`src/rtl/stepper_pkg.sv`:
```
// Shared types and constants for the step/dir receive path.
package stepper_pkg;

   typedef enum logic [1:0] {
      IDLE_LOW = 2'd0,
      HIGH     = 2'd1,
      COMMIT   = 2'd2
   } dec_state_t;

   localparam int FLT_GLITCH  = 0;
   localparam int FLT_DIR_CHG = 1;

   localparam int POS_W = 24;
   localparam int PER_W = 21;

endpackage

```
`src/rtl/sync_ff.sv`:
```
// N-stage flip-flop synchroniser for one asynchronous input bit, reset to 0.
module sync_ff #(
   parameter int N = 2
) (
   input  logic clk,
   input  logic rst_n,
   input  logic d,
   output logic q
);

   logic [N-1:0] r_sync;

   always_ff @(posedge clk or negedge rst_n) begin
      if (!rst_n) r_sync <= '0;
      else        r_sync <= {r_sync[N-2:0], d};
   end

   assign q = r_sync[N-1];

endmodule

```
`src/rtl/step_dir_decoder.sv`:
```
// Step/dir receiver: synchronises, rejects glitches, tracks position and step period.
// Optional period/speed tracking is built only when STEP_DEC_PERIOD_EN is defined.
module step_dir_decoder
   import stepper_pkg::*;
#(
   parameter int POS_W       = stepper_pkg::POS_W,
   parameter int PER_W       = stepper_pkg::PER_W,
   parameter int SYNC_STAGES = 2,
   parameter int MIN_HIGH    = 25,
   parameter int TIMEOUT     = 2_000_000
) (
   input  logic             clk,
   input  logic             reset,
   input  logic             step_in,
   input  logic             dir_in,
   input  logic             clear,
   input  logic             fault_clr,
   output logic [POS_W-1:0] position,
   output logic [PER_W-1:0] period,
   output logic             period_valid,
   output logic             moving,
   output logic             step_seen,
   output logic [1:0]       fault,
   output dec_state_t       o_dbg_state
);

   localparam int HW = $clog2(MIN_HIGH + 1);
   localparam int FW = $clog2(SYNC_STAGES + 1);

   logic             w_s_step, w_s_dir;
   dec_state_t       r_state, w_next;
   logic             w_rise, w_start;
   logic [1:0]       w_flt_set;
   logic             r_dir_lat;
   logic [HW-1:0]    r_hcnt;
   logic [FW-1:0]    r_fill;
   logic             r_armed;
   logic [POS_W-1:0] r_position;
   logic             r_step_seen;
   logic [1:0]       r_fault;

   sync_ff #(.N(SYNC_STAGES)) u_sync_step (.clk(clk), .rst_n(reset), .d(step_in), .q(w_s_step));
   sync_ff #(.N(SYNC_STAGES)) u_sync_dir  (.clk(clk), .rst_n(reset), .d(dir_in),  .q(w_s_dir));

   // A pulse already high when the synchroniser refills after reset is ignored until it falls.
   assign w_rise = w_s_step & r_armed;

   always_comb begin
      w_next    = r_state;
      w_start   = 1'b0;
      w_flt_set = 2'b00;
      case (r_state)
         IDLE_LOW: begin
            if (w_rise) begin
               w_next  = HIGH;
               w_start = 1'b1;
            end
         end
         HIGH: begin
            // The high cycle seen in IDLE_LOW counts, so hcnt lags the width by one.
            if (!w_s_step) begin
               if (r_hcnt >= HW'(MIN_HIGH - 1)) begin
                  w_next = COMMIT;
               end else begin
                  w_next                = IDLE_LOW;
                  w_flt_set[FLT_GLITCH] = 1'b1;
               end
            end else if (w_s_dir != r_dir_lat) begin
               w_flt_set[FLT_DIR_CHG] = 1'b1;
            end
         end
         COMMIT: begin
            if (w_rise) begin
               w_next  = HIGH;
               w_start = 1'b1;
            end else begin
               w_next = IDLE_LOW;
            end
         end
         default: w_next = IDLE_LOW;
      endcase
   end

   always_ff @(posedge clk or negedge reset) begin
      if (!reset) begin
         r_state     <= IDLE_LOW;
         r_dir_lat   <= 1'b0;
         r_hcnt      <= '0;
         r_fill      <= '0;
         r_armed     <= 1'b0;
         r_position  <= '0;
         r_step_seen <= 1'b0;
         r_fault     <= 2'b00;
      end else begin
         r_state <= w_next;
         if (r_fill != FW'(SYNC_STAGES)) r_fill  <= r_fill + FW'(1);
         else if (!w_s_step)             r_armed <= 1'b1;
         if (w_start) begin
            r_dir_lat <= w_s_dir;
            r_hcnt    <= '0;
         end else if (r_state == HIGH && r_hcnt != HW'(MIN_HIGH)) begin
            r_hcnt <= r_hcnt + HW'(1);
         end
         r_step_seen <= (r_state == COMMIT);
         if (clear)                  r_position <= '0;
         else if (r_state == COMMIT) r_position <= r_dir_lat ? r_position - POS_W'(1)
                                                             : r_position + POS_W'(1);
         r_fault <= (fault_clr ? 2'b00 : r_fault) | w_flt_set;
      end
   end

   assign position    = r_position;
   assign step_seen   = r_step_seen;
   assign fault       = r_fault;
   assign o_dbg_state = r_state;

`ifdef STEP_DEC_PERIOD_EN
   localparam logic [PER_W-1:0] TMO = PER_W'(TIMEOUT);

   logic [PER_W-1:0] r_pcnt, r_period;
   logic             r_valid, r_moving, r_prev;

   // r_prev marks that a step has been seen since reset or the last timeout.
   always_ff @(posedge clk or negedge reset) begin
      if (!reset) begin
         r_pcnt   <= TMO;
         r_period <= '0;
         r_valid  <= 1'b0;
         r_moving <= 1'b0;
         r_prev   <= 1'b0;
      end else if (r_state == COMMIT) begin
         r_pcnt   <= '0;
         r_moving <= 1'b1;
         r_prev   <= 1'b1;
         if (r_pcnt < TMO && r_prev) begin
            r_period <= r_pcnt + PER_W'(1);
            r_valid  <= 1'b1;
         end
      end else if (r_pcnt != TMO) begin
         r_pcnt <= r_pcnt + PER_W'(1);
         if (r_pcnt == TMO - PER_W'(1)) begin
            r_valid  <= 1'b0;
            r_moving <= 1'b0;
            r_prev   <= 1'b0;
         end
      end
   end

   assign period       = r_period;
   assign period_valid = r_valid;
   assign moving       = r_moving;
`else
   assign period       = '0;
   assign period_valid = 1'b0;
   assign moving       = 1'b0;
`endif

endmodule

```
`config.mk`:
```
export PLATFORM = sky130hd
export DESIGN_NAME = step_dir_decoder
export DESIGN_NICKNAME = d
export VERILOG_FILES = /design/src/rtl/stepper_pkg.sv /design/src/rtl/sync_ff.sv /design/src/rtl/step_dir_decoder.sv
export SDC_FILE = /design/constraint.sdc
export NUM_CORES = 1
export LEC_CHECK = 0
export BUFFER_PORTS_ARGS = -buffer_cell sky130_fd_sc_hd__buf_4
export CAP_MARGIN = 0
export CORE_ASPECT_RATIO = 0.9
export CORE_MARGIN = 2
export CORE_UTILIZATION = 29
export DETAILED_ROUTE_END_ITERATION = 12
export HOLD_SLACK_MARGIN = 0.05
export PLACE_DENSITY = 0.57
export SYNTH_ARGS = -nofsm -noshare
export SYNTH_HDL_FRONTEND = slang
export SYNTH_SLANG_ARGS = --single-unit
```
`constraint.sdc`:
```
create_clock -name clk -period 3.5 [get_ports clk]
set_input_delay 0 -clock clk [delete_from_list [all_inputs] [get_ports clk]]
set_output_delay 0 -clock clk [all_outputs]
set_load 0.1 [all_outputs]
```
==> results of run 1 <==
-- through the flow --
step / cells / area (um^2) / utilization [%]
6_report: 497 / 3510 / 34.7
5_1_grt: 497 / 3510 / 34.7
4_1_cts: 497 / 3510 / 34.7
3_5_place_dp: 485 / 3320 / 32.8
3_3_place_gp: 485 / 3320 / 32.8
2_1_floorplan: 350 / 3070 / -
-- layout make-up --
type	instances	area (um^2)
Tap cell	129	161
Multi-Input combinational cell	266	1770
Clock buffer	5	125
Sequential cell	42	1050
Clock inverter	3	28.8
Fill cell	1060	6600
Inverter	10	37.5
Timing Repair Buffer	42	338
-- report_power, final --
group          total (mW)  internal, mW  switching [mW]
Combinational       0.517         0.154           0.363
Sequential          0.538         0.512          0.0258
Clock               0.492         0.274           0.218
-- how the worst min path moves through the flow --
stage | end | slack [ns] | cells after the start
global placement | r_fill[0] | 0.04 | 1
floorplan | fault[0] | -0.30 | 0
CTS | position[12] | 0.08 | 2
detailed placement | r_fill[0] | 0.04 | 1
global route | position[0] | 0.1 | 2
finish | position[12] | 0.09 | 2
-- kinds of logic (layout without fill, tap and decap cells) --
group           Yosys count  count (layout)  share of synthesized area [%]
flops                    42              42                           35.2
fa+ha+maj                27              27                           11.6
buf+inv                  42              60                           8.17
simple gates             91              91                           14.8
xor+xnor                 26              26                           7.63
mux                       3               3                           1.22
compound gates           96              96                           21.3
other cells               1              23                          0.126
-- registers in the layout, indices dropped and copies added (netlist names) --
name	count
fault	2
position	24
r_fill	2
step_seen	1
u_sync_step.r_sync	2
r_dir_lat	1
r_hcnt	5
r_armed	1
o_dbg_state	2
u_sync_dir.r_sync	2
-- layout by cell type, fill, tap and decap left out, drive strengths merged, types with 2 or more instances in the layout --
cell / instances
conb: 23
mux2: 2
a22o: 5
a211oi: 9
a21oi: 33
a2111oi: 2
nor3b: 5
o211ai: 4
o21a: 2
clkinv: 2
nor2b: 5
nor2: 22
buf: 38
xnor2: 17
nand3: 5
a21o: 8
a211o: 2
nand4: 3
o22ai: 4
nand2: 32
a221oi: 2
and2: 2
clkbuf: 5
o21ai: 13
xor2: 9
o21bai: 2
dlygate4sd3: 4
inv: 11
dfrtp: 42
nor3: 5
and3: 4
ha: 26
-- critical path: cells and delay by family, from the launching register on --
kind	cells	cell delay, ns
adders and majority gates	1	0.40
buffers and inverters	1	0.17
AOI/OAI and AO/OA	6	1.61
xor gates and xnor gates	1	0.16
DFF	1	0.41
-- routing by layer --
| metal | track usage, % | wire (um) | share of wire (%) |
|---|---|---|---|
| met1 | 18.3 | 3480 | 51 |
| met2 | 19.9 | 3080 | 45 |
| met3 | 2.11 | 248 | 3.6 |
| met4 | 3.75 | 63 | 0.92 |
| met5 | 0 | 0 | 0 |
==> run_results.csv, run 1 <==
group,metric,value,unit
finish,area_delta_synth_final,17.7,%
critical_path,r2r_start,"r_dir_lat",
critical_path,path_class,"reg -> reg",
logic_synthesis,yosys.area.top_type,"dfrtp_1",
die,row_count,35,
critical_path,crit_path_end,"position[20]",
global_routing,grt_pass1_vias,2307,
sta,fin_ws,0.670,ns
critical_path,reg2regPathDepth,9,
clock_tree,cts_resized,0,
sta,maxSlewHeadroom,44.0,%
logic_synthesis,synth-async-reset-ratio,100,%
finish,diodes,0,
logic_synthesis,syn_inst,328,
sta,worst_pin_slew,0.840,ns
sta,fmax,353,MHz
sta,whs,0.0925,ns
critical_path,cpMaxStageDelayCell,"dfrtp_1",
run_status,status,"finished clean",
sta,timing_hold_violations_final,0,
logic_synthesis,yosys.area.top_type_share,35.2,%
critical_path,r2r_end,"position[20]",
critical_path,crit_start,"r_dir_lat",
finish,drive_above_1_share,13.9,%
critical_path,crit_arrival,3.03,ns
place,dpl.hpwl,5.02,mm
die,dieWidth,111,um
logic_synthesis,yosys_most_used_dff,"dfrtp_1",
clock_tree,numCtsBuffers,5,
power_and_ir_drop,power.density,440,nW/um^2
drt,drt-total-wl,6.86,mm
place,gp_congestion,0.840,
drt,avgRoutedWirePerCell,13.8,um
drt,drtIter0Drc,59,
place,portBuffers,34,
sta,finalCriticalPeriod,2.83,ns
critical_path,cp-start-kind,"flip-flop",
clock_tree,clkTransAtPathRegs,0.07,ns
logic_synthesis,yosysMostFrequentCell,"dfrtp_1",
clock_tree,clockBufferDepth,2,
critical_path,end_kind,"flip-flop",
die,core_area,10100,um^2
logic_synthesis,yosys_warnings,0,
critical_path,slowest_delay,0.41,ns
drt,dr_total_vias,2407,
place,pre_cts_ws,0.716,ns
critical_path,r2r_slack,0.67,ns
finish,final_net_count,400,
clock_tree,cts.htree.levels,2,
sta,grt_setup_unrepaired,"false",
sta,finalCritPeriodShare,80.8,%
die,die_h,100,um
critical_path,path_cells,"buf_12, fa_1, a21o_1, a221o_1, a211o_1, o311ai_2, o211ai_1, xnor2_1, a211oi_1",
hold_path,worstHoldPathType,"in -> reg",
clock_tree,cts_tree,"built",
die,pin_count,58,
clock_tree,clk_latency,0.29,ns
logic_synthesis,synth.ff_latch_count,42,
sta,fin_worst_skew,0.00775,ns
drt,firstDrtPassIters,5,
die,dieArea,11100,um^2
global_routing,overflow,0,
logic_synthesis,synth_area_leaders,"dfrtp_1, ha_1, buf_4",
logic_synthesis,synth.cells.most_frequent,"dfrtp_1, a21oi_1, nand2_1",
die,start_util,29.5,%
global_routing,grt.total_usage,12.8,%
clock_tree,postCtsHoldBufs,4,
global_routing,grt_pass1_wl,11.6,mm
logic_synthesis,yosysSeqAreaShare,35.2,%
sta,drv_slew,0,
sta,setup_tns,0,ns
clock_tree,post_cts_buffers,0,
power_and_ir_drop,total_power,1.55,mW
global_routing,antenna_found_initial,0,
sta,setup_viol,0,
drt,drc,0,
logic_synthesis,synth_cell_types,54,
job,cap_violations,0,
critical_path,path_max_fanout,17,
power_and_ir_drop,p_leak,1.68,nW
power_and_ir_drop,ir_drop,0.227,mV
drt,drtAntennaViolNets,0,
critical_path,required,3.70,ns
hold_path,min_from,"clear",
logic_synthesis,synth_edf_count,0,
logic_synthesis,synth_area,2990,um^2
global_routing,grt_max_degree,43,
logic_synthesis,avgSynthCellArea,9.10,um^2
clock_tree,clock-root-buffer,"clkbuf_16",
drt,vias_per_cell,4.84,
clock_tree,cts.sinks,42,
Note: power is estimated with default switching activity, not from simulation.
==> inputs of run 2 (changes only) <==
--- a/config.mk
+++ b/config.mk
@@ -5,6 +5,7 @@
 export SDC_FILE = /design/constraint.sdc
 export NUM_CORES = 1
 export LEC_CHECK = 0
+export ABC_AREA = 1
 export BUFFER_PORTS_ARGS = -buffer_cell sky130_fd_sc_hd__buf_4
 export CAP_MARGIN = 0
 export CORE_ASPECT_RATIO = 0.9
@@ -12,7 +13,7 @@
 export CORE_UTILIZATION = 29
 export DETAILED_ROUTE_END_ITERATION = 12
 export HOLD_SLACK_MARGIN = 0.05
-export PLACE_DENSITY = 0.57
+export PLACE_DENSITY = 0.58
 export SYNTH_ARGS = -nofsm -noshare
 export SYNTH_HDL_FRONTEND = slang
 export SYNTH_SLANG_ARGS = --single-unit
==> constraint.sdc (replaced) <==
create_clock -name clk -period 2.34 [get_ports clk]
set_input_delay 0 -clock clk [delete_from_list [all_inputs] [get_ports clk]]
set_output_delay 0 -clock clk [all_outputs]
set_load 0.1 [all_outputs]
==> run 2 against run 1 <==
Via count up 34%. Final cell count increased by 49%. Clock power is 51% higher. Count of clock-buffer cells in the layout unchanged.
==> run_results.csv, run 2 <==
group,metric,value,unit
run_status,status,"finished clean",
place,portBuffers,34,
clock_tree,cts_tree,"built",
power_and_ir_drop,p_leak,2.36,nW
job,cap_violations,0,
finish,final_cell_mix,"nand2_1, inv_1, dfrtp_1, buf_4, nor2_1",
logic_synthesis,syn_inst,536,
finish,final_net_count,614,
global_routing,overflow,0,
logic_synthesis,synth-async-reset-ratio,100,%
critical_path,path_max_fanout,12,
die,core_area,11900,um^2
critical_path,path_class,"reg -> reg",
sta,grt_setup_unrepaired,"false",
logic_synthesis,avgSynthCellArea,6.53,um^2
sta,worst_pin_slew,0.548,ns
sta,drv_slew,0,
die,die_h,108,um
clock_tree,numCtsBuffers,5,
drt,dr_total_vias,3229,
power_and_ir_drop,total_power,2.36,mW
logic_synthesis,synth_area,3500,um^2
finish,area_delta_synth_final,16.4,%
drt,drt-total-wl,8.45,mm
place,gp_congestion,0.939,
die,row_count,38,
power_and_ir_drop,ir_drop,0.328,mV
sta,setup_tns,0,ns
critical_path,end_kind,"flip-flop",
critical_path,path_cells,"buf_4, ha_1, nand2_1, nor2_1, inv_1, nor2_1, nand3_1, nand3_1, nand2_1, nand3_1, nand2_1",
sta,fin_ws,0.383,ns
logic_synthesis,synth_area_leaders,"dfrtp_1, nand2_1, inv_1",
finish,multi_input_comb_area,2010,um^2
finish,final_area,4080,um^2
drt,drc,0,
sta,whs,0.234,ns
hold_path,worstHoldPathType,"in -> async",
clock_tree,clockBufferDepth,2,
drt,drtIter0Drc,151,
global_routing,antenna_found_initial,0,
logic_synthesis,yosysSeqAreaShare,30.0,%
place,pre_cts_ws,0.371,ns
place,dpl.hpwl,6.63,mm
sta,fmax,511,MHz
logic_synthesis,yosysMostFrequentCell,"nand2_1",
drt,avgRoutedWirePerCell,11.4,um
logic_synthesis,synth_cell_types,35,
critical_path,slowest_delay,0.39,ns
global_routing,grt_util_met1,18.8,%
drt,vias_per_cell,4.35,
clock_tree,cts.htree.levels,2,
clock_tree,clk_latency,0.29,ns
die,dieWidth,120,um
die,dieArea,13000,um^2
power_and_ir_drop,power.density,578,nW/um^2
sta,finalCritPeriodShare,83.6,%
logic_synthesis,yosys.area.top_type_share,30.0,%
place,post_dp_cell_area,3870,um^2
sta,setup_viol,0,
critical_path,crit_arrival,2.14,ns
finish,fillerInstances,1304,
drt,drtAntennaViolNets,0,
critical_path,cpMaxStageDelayCell,"ha_1",
sta,timing_hold_violations_final,0,
global_routing,grt_max_degree,43,
logic_synthesis,yosys.area.top_type,"dfrtp_1",
critical_path,required,2.53,ns
die,pin_count,58,
logic_synthesis,yosys_most_used_dff,"dfrtp_1",
clock_tree,clock-root-buffer,"clkbuf_16",
global_routing,grt.total_usage,13.7,%
sta,finalCriticalPeriod,1.96,ns
global_routing,gr-usage-met3,2.16,%
global_routing,grt_pass1_wl,14.4,mm
finish,seq_area,1050,um^2
finish,drive_above_1_share,12.4,%
finish,largest_reg_flops,24,
global_routing,met2_usage,22.4,%
logic_synthesis,synth_edf_count,0,
clock_tree,clkTransAtPathRegs,0.07,ns
die,start_util,29.3,%
sta,fin_worst_skew,0.00774,ns
global_routing,top_usage_layer,"met2",
logic_synthesis,synth.ff_latch_count,42,
critical_path,cp-start-kind,"flip-flop",
sta,maxSlewHeadroom,63.5,%
clock_tree,cts.sinks,42,
logic_synthesis,synth.cells.most_frequent,"nand2_1, inv_1, dfrtp_1",
drt,firstDrtPassIters,4,
global_routing,grt_pass1_vias,3115,
finish,layout_commonest_cell,"nand2_1",
finish,diodes,0,
logic_synthesis,yosys_warnings,0,
[run 2: cell count changes after synthesis, sizes merged, moves of 9 or more]
cell,change
a211oi,-9
a21oi,-12
inv,+80
nand2,+181
nand3,+23
nor2,+20
xnor2,-15
[run 2: what timing repair did]
action                                 CTS  global route
gates resized for setup                  0             0
endpoints found under the hold margin   47             0
hold buffers                             5             0
buffers inserted                         0             0
[run 2: metrics by stage]
step	std cells	util [%]
finish	742	34.1
global route	742	34.1
CTS	742	34.1
detailed placement	729	32.5
global placement	729	32.5
floorplan	558	-
[run 2: kinds of logic after synthesis]
kind of cell               count (synthesis)  synth area share, %
adders and majority gates                 27                 9.86
xor gates and xnor gates                   4                 1.00
AOI/OAI and AO/OA                         47                 7.97
DFF                                       42                 30.0
buffers and inverters                    116                 15.0
and+or+nand+nor                          299                 36.0
other                                      1                0.107
[run 2: metal layers]
metal | up-vias | wire length, um
met5 | - | 0
met4 | 0 | 93
met3 | 8 | 301
met2 | 65 | 3730
met1 | 1452 | 4330
li1 | 1704 | -
[run 2: layout make-up]
class                   instances  area share (%)
flip-flops and latches         42            25.8
repair buffers                 42            8.04
clock buffers                   5            3.07
clock inverters                 3           0.614
inverters                      90            8.32
well taps                     160            4.91
multi-input cells             400            49.2
[run 2: worst paths after layout]
check | from | endpoint | slack [ns] | depth (start not counted)
setup / recovery | r_dir_lat | position[20] | 0.38 | 11
setup reg to reg | r_dir_lat | position[20] | 0.38 | 11
max in group asynchronous | reset | position[5] | 1.73 | 2
hold / removal | reset | fault[0] | 0.23 | 2
min in group clk | u_sync_dir.r_sync[0] | u_sync_dir.r_sync[1] | 0.35 | 0
hold reg to reg | u_sync_dir.r_sync[0] | u_sync_dir.r_sync[1] | 0.35 | 0
[run 2: worst max-delay path, delay by kind of cell (launching register included)]
family / cells / cell delay, ns
flops: 1 / 0.38
buf+inv: 2 / 0.26
simple gates: 8 / 0.84
fa+ha+maj: 1 / 0.39
[run 2: power breakdown]
| group | internal (mW) | total, mW | switching, mW |
|---|---|---|---|
| Combinational | 0.194 | 0.815 | 0.621 |
| Clock | 0.402 | 0.743 | 0.341 |
| Sequential | 0.765 | 0.797 | 0.0317 |
| Total | 1.36 | 2.36 | 0.993 |
==> inputs of run 3 (changes only) <==
==> constraint.sdc (replaced) <==
create_clock -name clk -period 1.8 [get_ports clk]
set_input_delay 0 -clock clk [delete_from_list [all_inputs] [get_ports clk]]
set_output_delay 0 -clock clk [all_outputs]
set_load 0.1 [all_outputs]
==> run 3 against run 2 <==
The flow now finishes with violations (setup timing). Clock skew barely moved. Non-clock buffer count rose by 46. Via count rose by 9.4%. Setup slack got worse by 0.58 ns. First-iteration DRC count fell by 20%. Count of clock-buffer cells in the layout did not move. Global-route usage rose by 2.2 points. Core utilization rose by 9.8 points. Critical path type unchanged. Critical endpoint unchanged. Highest routed layer unchanged.
==> run_results.csv, run 3 (synthesis results as in run 2) <==
group,metric,value,unit
run_status,status,"complete, but fails checks",
run_status,violations,"setup timing",
die,core_area,11900,um^2
finish,final_area,5240,um^2
place,gp_congestion,0.914,
finish,drive_above_1_share,42.5,%
drt,vias_per_cell,4.48,
drt,drtAntennaViolNets,0,
clock_tree,clockBufferDepth,2,
critical_path,cp_top_family,"simple AND/OR/NAND/NOR gates",
critical_path,cpMaxStageDelayCell,"dfrtp_4",
sta,fmax,501,MHz
place,post_dp_cell_area,4320,um^2
global_routing,grt_pass1_wl,16.3,mm
die,dieArea,13000,um^2
die,die_h,108,um
clock_tree,numCtsBuffers,5,
power_and_ir_drop,ir_drop,0.504,mV
die,start_util,29.3,%
critical_path,path_cells,"buf_6, buf_6, ha_4, nand2_4, nor2_4, inv_1, nor2_4, nand3_2, nand3_1, nand2_1, nand3_2, nand2_1",
power_and_ir_drop,power_frac_seq,29.0,%
clock_tree,cts_tree,"built",
clock_tree,cts.htree.levels,2,
sta,fin_ws,-0.198,ns
place,dp.cells,760,
sta,worst_pin_slew,0.569,ns
finish,layout_commonest_cell,"nand2_1",
global_routing,overflow,0,
hold_path,worstHoldPathType,"in -> async",
critical_path,cp-start-kind,"flip-flop",
finish,fin_cells,788,
power_and_ir_drop,p_clk_share,25.9,%
power_and_ir_drop,p_leak,2.64,nW
sta,maxSlewHeadroom,62.1,%
finish,largest_reg_flops,24,
critical_path,r2r_end,"position[20]",
power_and_ir_drop,total_power,3.65,mW
die,pin_count,58,
power_and_ir_drop,power.density,697,nW/um^2
finish,fillerInstances,1188,
finish,final_net_count,660,
sta,timing_hold_violations_final,0,
critical_path,path_class,"reg -> reg",
finish,final_cell_mix,"nand2_1, inv_1, buf_4, nand2_2, conb_1",
global_routing,grt.total_usage,15.9,%
place,portBuffers,34,
clock_tree,clk_latency,0.29,ns
critical_path,r2r_start,"r_dir_lat",
clock_tree,clkTransAtPathRegs,0.07,ns
job,cap_violations,0,
critical_path,slowest_delay,0.55,ns
die,dieWidth,120,um
critical_path,worst-path-buf-inv,3,
critical_path,path_max_fanout,6,
sta,finalCriticalPeriod,2.00,ns
drt,drc,0,
clock_tree,clock-root-buffer,"clkbuf_16",
drt,firstDrtPassIters,4,
critical_path,end_kind,"flip-flop",
critical_path,reg2regPathDepth,12,
drt,dr_total_vias,3533,
power_and_ir_drop,switching_power,1.53,mW
drt,drtIter0Drc,121,
critical_path,crit_arrival,2.18,ns
drt,avgRoutedWirePerCell,13.0,um
critical_path,required,1.98,ns
sta,finalCritPeriodShare,111,%
global_routing,antenna_found_initial,0,
sta,grt_setup_unrepaired,"true",
global_routing,grt_max_degree,43,
power_and_ir_drop,combPwrFrac,45.1,%
power_and_ir_drop,switching_share,41.8,%
finish,area_delta_synth_final,49.7,%
drt,drt-total-wl,10.2,mm
power_and_ir_drop,power.internal,2.13,mW
sta,setup_viol,21,
sta,fin_worst_skew,0.00762,ns
global_routing,grt_pass1_vias,3408,
clock_tree,cts.sinks,42,
die,row_count,38,
sta,drv_slew,0,
place,dpl.hpwl,7.10,mm
critical_path,r2r_slack,-0.20,ns
finish,diodes,0,
run 3: stage by stage:
step / setup WS [ns] / hold slack (ns) / util [%] / TNS, ns
floorplan: -0.0464 / -0.296 / - / -0.329
CTS: -0.170 / 0.280 / 40.5 / -2.51
global route: -0.296 / 0.307 / 43.9 / -4.63
finish: -0.198 / 0.247 / 43.9 / -2.28
global placement: -0.270 / 0.0422 / 36.2 / -3.29
detailed placement: -0.296 / 0.0547 / 36.2 / -3.59
run 3: power by group through the flow:
stage | clock, mW | combinational [mW] | sequential (mW)
final | 0.947 | 1.65 | 1.06
after global routing | 1.03 | 1.78 | 1.07
after CTS | 0.981 | 1.43 | 1.06
after detailed placement | 0 | 1.21 | 1.09
after global placement | 0 | 1.20 | 1.09
after floorplan | 0 | 0.782 | 1.21
run 3: worst reg2reg max path, stage by stage, from the launching register on:
cell and delay (ns):
dfrtp_4 0.55, buf_6 0.16, buf_6 0.12, ha_4 0.32
nand2_4 0.09, nor2_4 0.09, inv_1 0.07, nor2_4 0.10
nand3_2 0.09, nand3_1 0.08, nand2_1 0.06, nand3_2 0.09
nand2_1 0.06
run 3: how the worst max path moves through the flow:
| stage | start | to | slack (ns) | cells after the start |
|---|---|---|---|---|
| 3_3_place_gp | r_dir_lat | position[15] | -0.27 | 11 |
| 2_1_floorplan | r_dir_lat | position[19] | -0.05 | 9 |
| 6_report | r_dir_lat | position[20] | -0.20 | 12 |
| 4_1_cts | r_dir_lat | position[22] | -0.17 | 13 |
| 3_5_place_dp | r_dir_lat | position[15] | -0.30 | 11 |
| 5_1_grt | r_dir_lat | position[22] | -0.30 | 13 |
run 3: routing by layer:
| metal | global-route usage (%) | part of all wire (%) | vias to the layer above |
|---|---|---|---|
| met4 | 4.45 | 1.8 | 0 |
| met5 | 0 | 0 | - |
| met2 | 26.7 | 47 | 80 |
| met1 | 20.6 | 45 | 1656 |
| li1 | - | - | 1782 |
| met3 | 3.43 | 5.9 | 15 |
run 3: cell type report:
class / instances / area, um^2 / share of cell area, %
multi-input cells: 400 / 2710 / 51.6
flip-flops and latches: 42 / 1120 / 21.4
repair buffers: 88 / 721 / 13.7
inverters: 90 / 344 / 6.56
well taps: 160 / 200 / 3.82
clock buffers: 5 / 125 / 2.39
clock inverters: 3 / 25.0 / 0.477
run 3: what timing repair did:
action	in CTS	in global routing
hold endpoints to repair	47	0
resized for setup	58	106
pin swaps	21	51
hold buffers	5	0
setup buffers	9	6
endpoints found under the setup margin	22	22
